`config.mk`:
```
export PLATFORM = sky130hd
export DESIGN_NAME = decoder_stream
export DESIGN_NICKNAME = d
export VERILOG_FILES = /design/src/rtl/decoder_stream.sv
export SDC_FILE = /design/constraint.sdc
export NUM_CORES = 1
export LEC_CHECK = 0
export CAP_MARGIN = 15
export CORE_ASPECT_RATIO = 0.75
export CORE_MARGIN = 2
export CORE_UTILIZATION = 28
export DETAILED_ROUTE_END_ITERATION = 12
export DONT_BUFFER_PORTS = 1
export PLACE_DENSITY_LB_ADDON = 0.15
export SLEW_MARGIN = 25
export SYNTH_ARGS = -nofsm -noshare
export SYNTH_HDL_FRONTEND = slang
export SYNTH_SLANG_ARGS = --single-unit
```
`constraint.sdc`:
```
create_clock -name clk -period 1.7 [get_ports clk]
set_input_delay 0.255 -clock clk [delete_from_list [all_inputs] [get_ports clk]]
set_output_delay 0.255 -clock clk [all_outputs]
set_load 0.02 [all_outputs]
```
`src/rtl/decoder_stream.sv`:
```
// Streaming binary-to-one-hot decoder: codes enter through a small FIFO and leave
// as one-hot words on a valid/ready port, with a count of delivered words.
module decoder_stream #(
    parameter int IN_W  = 3,
    parameter int DEPTH = 2,
    parameter int CNT_W = 8
) (
    input  logic                   clk,
    input  logic                   rst,
    input  logic                   clear,
    input  logic [IN_W-1:0]        in_code,
    input  logic                   in_valid,
    output logic                   in_ready,
    output logic [(1<<IN_W)-1:0]   out_onehot,
    output logic                   out_valid,
    input  logic                   out_ready,
    output logic [CNT_W-1:0]       dec_count,
    output logic                   count_wrap
);

    localparam int OUT_W = 1 << IN_W;
    localparam int PTR_W = (DEPTH > 1) ? $clog2(DEPTH) : 1;
    localparam int OCC_W = PTR_W + 1;
    localparam logic [OCC_W-1:0] FULL_OCC = OCC_W'(DEPTH);

    logic [IN_W-1:0]  mem_q [DEPTH];
    logic [IN_W-1:0]  mem_d [DEPTH];
    logic [PTR_W-1:0] wr_ptr_q, wr_ptr_d;
    logic [PTR_W-1:0] rd_ptr_q, rd_ptr_d;
    logic [OCC_W-1:0] occ_q, occ_d;
    logic [CNT_W-1:0] cnt_q, cnt_d;
    logic             wrap_q, wrap_d;
    logic             push, pop;

    // in_ready depends only on registered occupancy and clear, never on out_ready.
    assign in_ready  = (occ_q < FULL_OCC) && !clear;
    assign out_valid = (occ_q != '0);
    assign push      = in_valid && in_ready;
    // A pop coinciding with clear is discarded: the flush wins.
    assign pop       = out_valid && out_ready && !clear;

    assign dec_count  = cnt_q;
    assign count_wrap = wrap_q;

    always_comb begin
        out_onehot = '0;
        if (out_valid) begin
            out_onehot[mem_q[rd_ptr_q]] = 1'b1;
        end
    end

    always_comb begin
        mem_d    = mem_q;
        wr_ptr_d = wr_ptr_q;
        rd_ptr_d = rd_ptr_q;
        occ_d    = occ_q;
        cnt_d    = cnt_q;
        wrap_d   = wrap_q;
        if (clear) begin
            wr_ptr_d = '0;
            rd_ptr_d = '0;
            occ_d    = '0;
            cnt_d    = '0;
            wrap_d   = 1'b0;
        end else begin
            if (push) begin
                mem_d[wr_ptr_q] = in_code;
                wr_ptr_d        = wr_ptr_q + 1'b1;
            end
            if (pop) begin
                rd_ptr_d = rd_ptr_q + 1'b1;
                cnt_d    = cnt_q + 1'b1;
                if (&cnt_q) begin
                    wrap_d = 1'b1;
                end
            end
            if (push && !pop) begin
                occ_d = occ_q + 1'b1;
            end else if (pop && !push) begin
                occ_d = occ_q - 1'b1;
            end
        end
    end

    always_ff @(posedge clk or posedge rst) begin
        if (rst) begin
            for (int i = 0; i < DEPTH; i++) begin
                mem_q[i] <= '0;
            end
            wr_ptr_q <= '0;
            rd_ptr_q <= '0;
            occ_q    <= '0;
            cnt_q    <= '0;
            wrap_q   <= 1'b0;
        end else begin
            mem_q    <= mem_d;
            wr_ptr_q <= wr_ptr_d;
            rd_ptr_q <= rd_ptr_d;
            occ_q    <= occ_d;
            cnt_q    <= cnt_d;
            wrap_q   <= wrap_d;
        end
    end

endmodule

```
Word level (Yosys, flattened, before mapping)
Cells that the tools add are included.
Operators by class
  add/sub/neg operators: 5
  magnitude comparators: 6
  mux-type cells: 21
  bitwise gates (word level): 3
  reduce and logical (&&, ||, !) cells: 19
Operator list (count)
  $mux 8: 3
  $mux 3: 4
  $add 8x1->8 const B: 1
  $logic_and 1x1->1: 8
  $mux 1: 8
  $reduce_and 8->1: 1
  $reduce_bool 2->1: 4
  $bwmux 6: 1
  $mux 2: 3
  $ge 2x2->1 const B: 2
  $lt 3x4->1 const B: 1
  $not 1->2: 2
  $reduce_and 2->1: 2
  $demux 1 s3: 1
  $demux 3 s1: 1
  $ge 3x1->1 const B: 1
  $logic_not 1->1: 3
  $reduce_bool 3->1: 1
  $add 1x1->1 const B: 2
  $add 2x1->2 const B: 1
  $lt 2x1->1 const B: 1
  $lt 2x2->1 const B: 1
  $sub 2x1->2 const B: 1
  $not 1->1: 1
Storage, ports and cells
  bits in registers: 19
  input port bits: 8
  output and inout port bits: 19
  word-level logic and storage cells: 61

Depth between registers and ports, before layout
  word-level depth: 9
  depth in mapped cells: 4
  mapped depth without buffers: 4

Least setup slack after synthesis
OpenSTA, ideal clock, no wires.
  kind: reg2out
  start: register rd_ptr_q
  end: output port out_onehot[2]
  arrival time: 1.437 ns
  data required time: 1.445 ns
  path slack: 0.008 ns
  cell stages (with the launch flop): 5
  path buffers: 1
  cell sequence: dfrtp_1 > clkbuf_1 > mux2_2 > nand2b_1 > nor2_1
On the way
  longest elaborated chain between the ends: 9
  elaborated cells between the ends (all ways): 10
  classes of those cells: order compare (2); mux (6); bitwise (1); reduce/logical (1)
RTL lines
  start, declared: line 29  | logic [PTR_W-1:0] rd_ptr_q, rd_ptr_d;
  start signal, assigned: line 98  | rd_ptr_q <= rd_ptr_d;
  $not 1->2 (implied by the code) (*): line 48  | out_onehot[mem_q[rd_ptr_q]] = 1'b1;
  $mux 3 (implied by the code) (*) (3 in series): line 48
  $lt 3x4->1 (implied by the code) / $ge 3x1->1 (equally long branches): line 48
  $logic_and 1x1->1 (implied by the code): line 48
  $mux 1 (implied by the code): line 48
  $demux 1 s3 (*): line 48
  $mux 8 (*): line 47  | if (out_valid) begin
  end, declared: line 14  | output logic [(1<<IN_W)-1:0] out_onehot,
Mark *: on every way between the ends. The rest lies on a longest branch, timed or not. The select of a mux whose other input is x is not followed.

Worst setup path in the final report
  start: register rd_ptr_q
  end: output port out_onehot[4]
Same word-level chain as after synthesis.

==> metrics.log <==
[metrics] Fill cells: 339
[metrics] clock buffer count from CTS: 3
[metrics] nets in the synthesized netlist: 114
[metrics] internal power consumption: 0.798 mW
[metrics] core region area: 0.00336 mm²
[metrics] number of buffers inserted by port buffering: 0
[metrics] final critical path time including I/O delays and setup: 1.70 ns
[metrics] Pwr per Cell Area: 915 mW/mm²
[metrics] worst setup margin: 0.00376 ns
[metrics] sw frac: 30.6%
[metrics] DIE HEIGHT: 55.9 µm
[metrics] xor/xnor cell area share of the yosys netlist: 2.61%
[metrics] routed vias/inst: 5.18
[metrics] number of antenna violations at the first check in global routing: 0
[metrics] path type of the worst min-delay path: input port to register
[metrics] final period utilization: 99.8%
[metrics] library cell occupying the most area in the post-synthesis netlist: sky130_fd_sc_hd__dfrtp_1
[metrics] DRC violation count after routing: 0
[metrics] Max Freq: 590 MHz
[metrics] clock transition at the register clock pins on the worst setup and hold paths after CTS: 0.08 ns
[metrics] gate count after technology mapping: 105
[metrics] area of the multi-input gates: 542 µm²
[metrics] TritonCTS clock tree: built
[metrics] share of synthesized area occupied by flip-flops and latches: 47.3%
[metrics] count of synthesis-stage warnings from yosys: 0
[metrics] area growth from synthesis to final layout: 25.0%
[metrics] number of nets still failing antenna checks after routing: 0
[metrics] Post-Layout Cell Count: 160
[metrics] slack of the worst reg-to-reg path: 0.25 ns
[metrics] routed length per placed instance: 14.8 µm
[metrics] layout cells sized above 1: 31.7%
[metrics] setup repair after global routing missed its margin: true
[metrics] vias in the first global route: 750
[metrics] CP arrival: 1.44 ns
[metrics] die width: 73.2 µm
[metrics] cell area after synthesis: 0.00101 mm²
[metrics] iteration count of the initial detailed-routing pass: 4
[metrics] type of destination of the critical path: output port
[metrics] CP Max Fanout: 4
[metrics] Yosys reg bits: 19
[metrics] Worst Max-Slew Pin Slew: 0.486 ns
[metrics] cell count after placement: 154
[metrics] CP required: 1.44 ns
[metrics] maximum clock skew at final layout: 0.00730 ns
[metrics] max-slew violation count: 0
[metrics] share of power burned in the clock network: 27.3%
[metrics] initial core utilization: 30.0%
[metrics] Reg power frac: 49.1%
[metrics] Num Clock Sinks: 19
[metrics] maximum number of pins on one net before global-route repair: 20
[metrics] Setup WS pre-CTS: 0.173 ns
[metrics] critical setup path kind: register to output port
[metrics] simple logic cell fraction of the synthesized area: 22.0%
[metrics] first-pass GRT wire length: 3760 µm
[metrics] max capacitance violation total: 0
[metrics] cell at the slowest stage of the critical path: sky130_fd_sc_hd__dfrtp_2
[metrics] Register Area: 478 µm²
[metrics] count of vias placed by the detailed router: 828
[metrics] adder and majority gate portion of the synthesized area: 1.24%
[metrics] cell with the most instances after synthesis: sky130_fd_sc_hd__dfrtp_1
[metrics] worst hold slack: 0.0519 ns
[metrics] number of diodes added for antenna fixing: 0
[metrics] initial DRC count: 34
[metrics] multiplexer area fraction after synthesis: 7.71%
[metrics] final net count: 130
[metrics] number of buffer and inverter instances along the worst setup path: 1
[metrics] dominant synthesized flop cell: sky130_fd_sc_hd__dfrtp_1
[metrics] Root Buffer Master: sky130_fd_sc_hd__clkbuf_8
[metrics] dominant combinational cell family by area after synthesis: simple AND/OR/NAND/NOR gates
[metrics] worst-case headroom to the max-slew limit: 67.4%
[metrics] row count: 18
[metrics] delay-heaviest family, CP: flip-flops
[metrics] Clock Latency Late Sink: 0.26 ns
[metrics] number of top-level design ports: 27
[metrics] count of flip-flops with a built-in enable after synthesis: 0
[metrics] switching power total: 0.352 mW
[metrics] sort of element at the start of the critical path: register
[metrics] sum of internal, switching and leakage power: 1.15 mW
[metrics] total wirelength of the detailed-routed design: 2360 µm
[metrics] Mean Syn Cell Area: 9.58 µm²
[metrics] cells taking the most area after synthesis: sky130_fd_sc_hd__dfrtp_1, sky130_fd_sc_hd__mux2_2, sky130_fd_sc_hd__nor2_1
[metrics] maximum count of clock buffers along a single path: 2
[metrics] weighted congestion at the end of routability-driven global placement: 0.733
[metrics] cells traversed along the worst timing path: mux2_4, nand2b_4, nor2_2, buf_6
[metrics] share of the synthesized area in the top cell type: 47.3%
[metrics] hold violation total from the final report: 0
[metrics] Leakage: 0.522 nW
[metrics] worst vdd ir: 0.000345 V
[metrics] Total GRT Usage: 11.9%
[metrics] total overflow reported by the global router: 0
[metrics] Post-synth ARST share: 100%
[metrics] most used standard cells in the synthesized netlist: sky130_fd_sc_hd__dfrtp_1, sky130_fd_sc_hd__nor2_1, sky130_fd_sc_hd__a21oi_1
[metrics] final setup violation count: 0
[metrics] result of the run: completed
[metrics] combinational fraction of design power: 23.6%
[metrics] DIE AREA: 0.00409 mm²
[metrics] fraction of the mapped netlist area in compound gates: 16.0%
[metrics] DP Wirelength: 1670 µm
[metrics] largest stage delay on the critical path: 0.45 ns
[metrics] number of distinct library cells after synthesis: 36
[metrics] H-Tree Depth: 1
[metrics] total negative slack for setup checks: 0 ns
[worst paths after layout]
path	depth (start not counted)	end	startpoint
worst max-delay path	4	out_onehot[4]	rd_ptr_q
worst min-delay path	1	dec_count[2]	clear
worst max register to register	3	dec_count[6]	occ_q[0]
worst min register to register	1	mem_q[3]	mem_q[3]
max in group asynchronous	3	occ_q[1]	rst
min in group asynchronous	3	mem_q[1]	rst
[stage by stage]
| step | utilization (%) | instance area (µm²) |
|---|---|---|
| floorplan | - | 1010 |
| global placement | 33.8 | 1130 |
| detailed placement | 33.8 | 1130 |
| CTS | 36.5 | 1230 |
| global route | 37.5 | 1260 |
| finish | 37.5 | 1260 |
[cell families after synthesis]
logic type	count (synthesis)
simple gates	42
compound gates	25
flops	19
buf+inv	8
mux	7
xor+xnor	3
fa+ha+maj	1
[sequential cells by signal, summed over array words and instances (netlist names)]
| name | count |
|---|---|
| wr_ptr_q | 1 |
| mem_q | 6 |
| rd_ptr_q | 1 |
| count_wrap | 1 |
| occ_q | 2 |
| dec_count | 8 |
[timing repair]
item                                   CTS  global route
pin swaps                                0             1
endpoints found under the hold margin   19             0
hold buffers                             1             0
setup buffers                            0             1
setup endpoints to repair                8             8
resized for setup                       11             7
[cells in the final DEF, fill, tap and decap left out, types with 2 or more instances in the layout]
cell                        n
sky130_fd_sc_hd__a21oi_1    8
sky130_fd_sc_hd__buf_4      9
sky130_fd_sc_hd__buf_6      4
sky130_fd_sc_hd__clkbuf_8   3
sky130_fd_sc_hd__dfrtp_1   17
sky130_fd_sc_hd__dfrtp_2    2
sky130_fd_sc_hd__inv_1      5
sky130_fd_sc_hd__mux2_2     5
sky130_fd_sc_hd__nand2_1    7
sky130_fd_sc_hd__nand2b_1   2
sky130_fd_sc_hd__nor2_1     8
sky130_fd_sc_hd__nor2_2     6
sky130_fd_sc_hd__o21ai_0    6
sky130_fd_sc_hd__o31ai_1    2
sky130_fd_sc_hd__or3_1      4
sky130_fd_sc_hd__or4_1      2
sky130_fd_sc_hd__xor2_1     2
[power by group through the flow]
stage | Sequential (mW) | Clock [mW] | Combinational, mW
global route | 0.575 | 0.350 | 0.293
detailed placement | 0.569 | 0 | 0.223
finish | 0.565 | 0.314 | 0.272
global placement | 0.566 | 0 | 0.219
floorplan | 0.554 | 0 | 0.177
CTS | 0.565 | 0.329 | 0.253
[routing by layer]
metal	up-vias	routed length (µm)	part of all wire, %	global-route usage [%]
met1	396	1170	50	17.2
li1	406	-	-	-
met2	24	1030	43	16.1
met4	0	21	0.89	2.38
met5	-	0	0	0
met3	2	143	6.1	5.43
[final cells by class]
class                   count  share of cell area (%)
well taps                  40                    3.98
repair buffers             14                    9.75
clock buffers               3                    3.28
multi-input cells          78                    43.1
inverters                   5                    1.49
flip-flops and latches     19                    38.0
clock inverters             1                   0.398
Note: power is estimated with default switching activity, not from simulation.
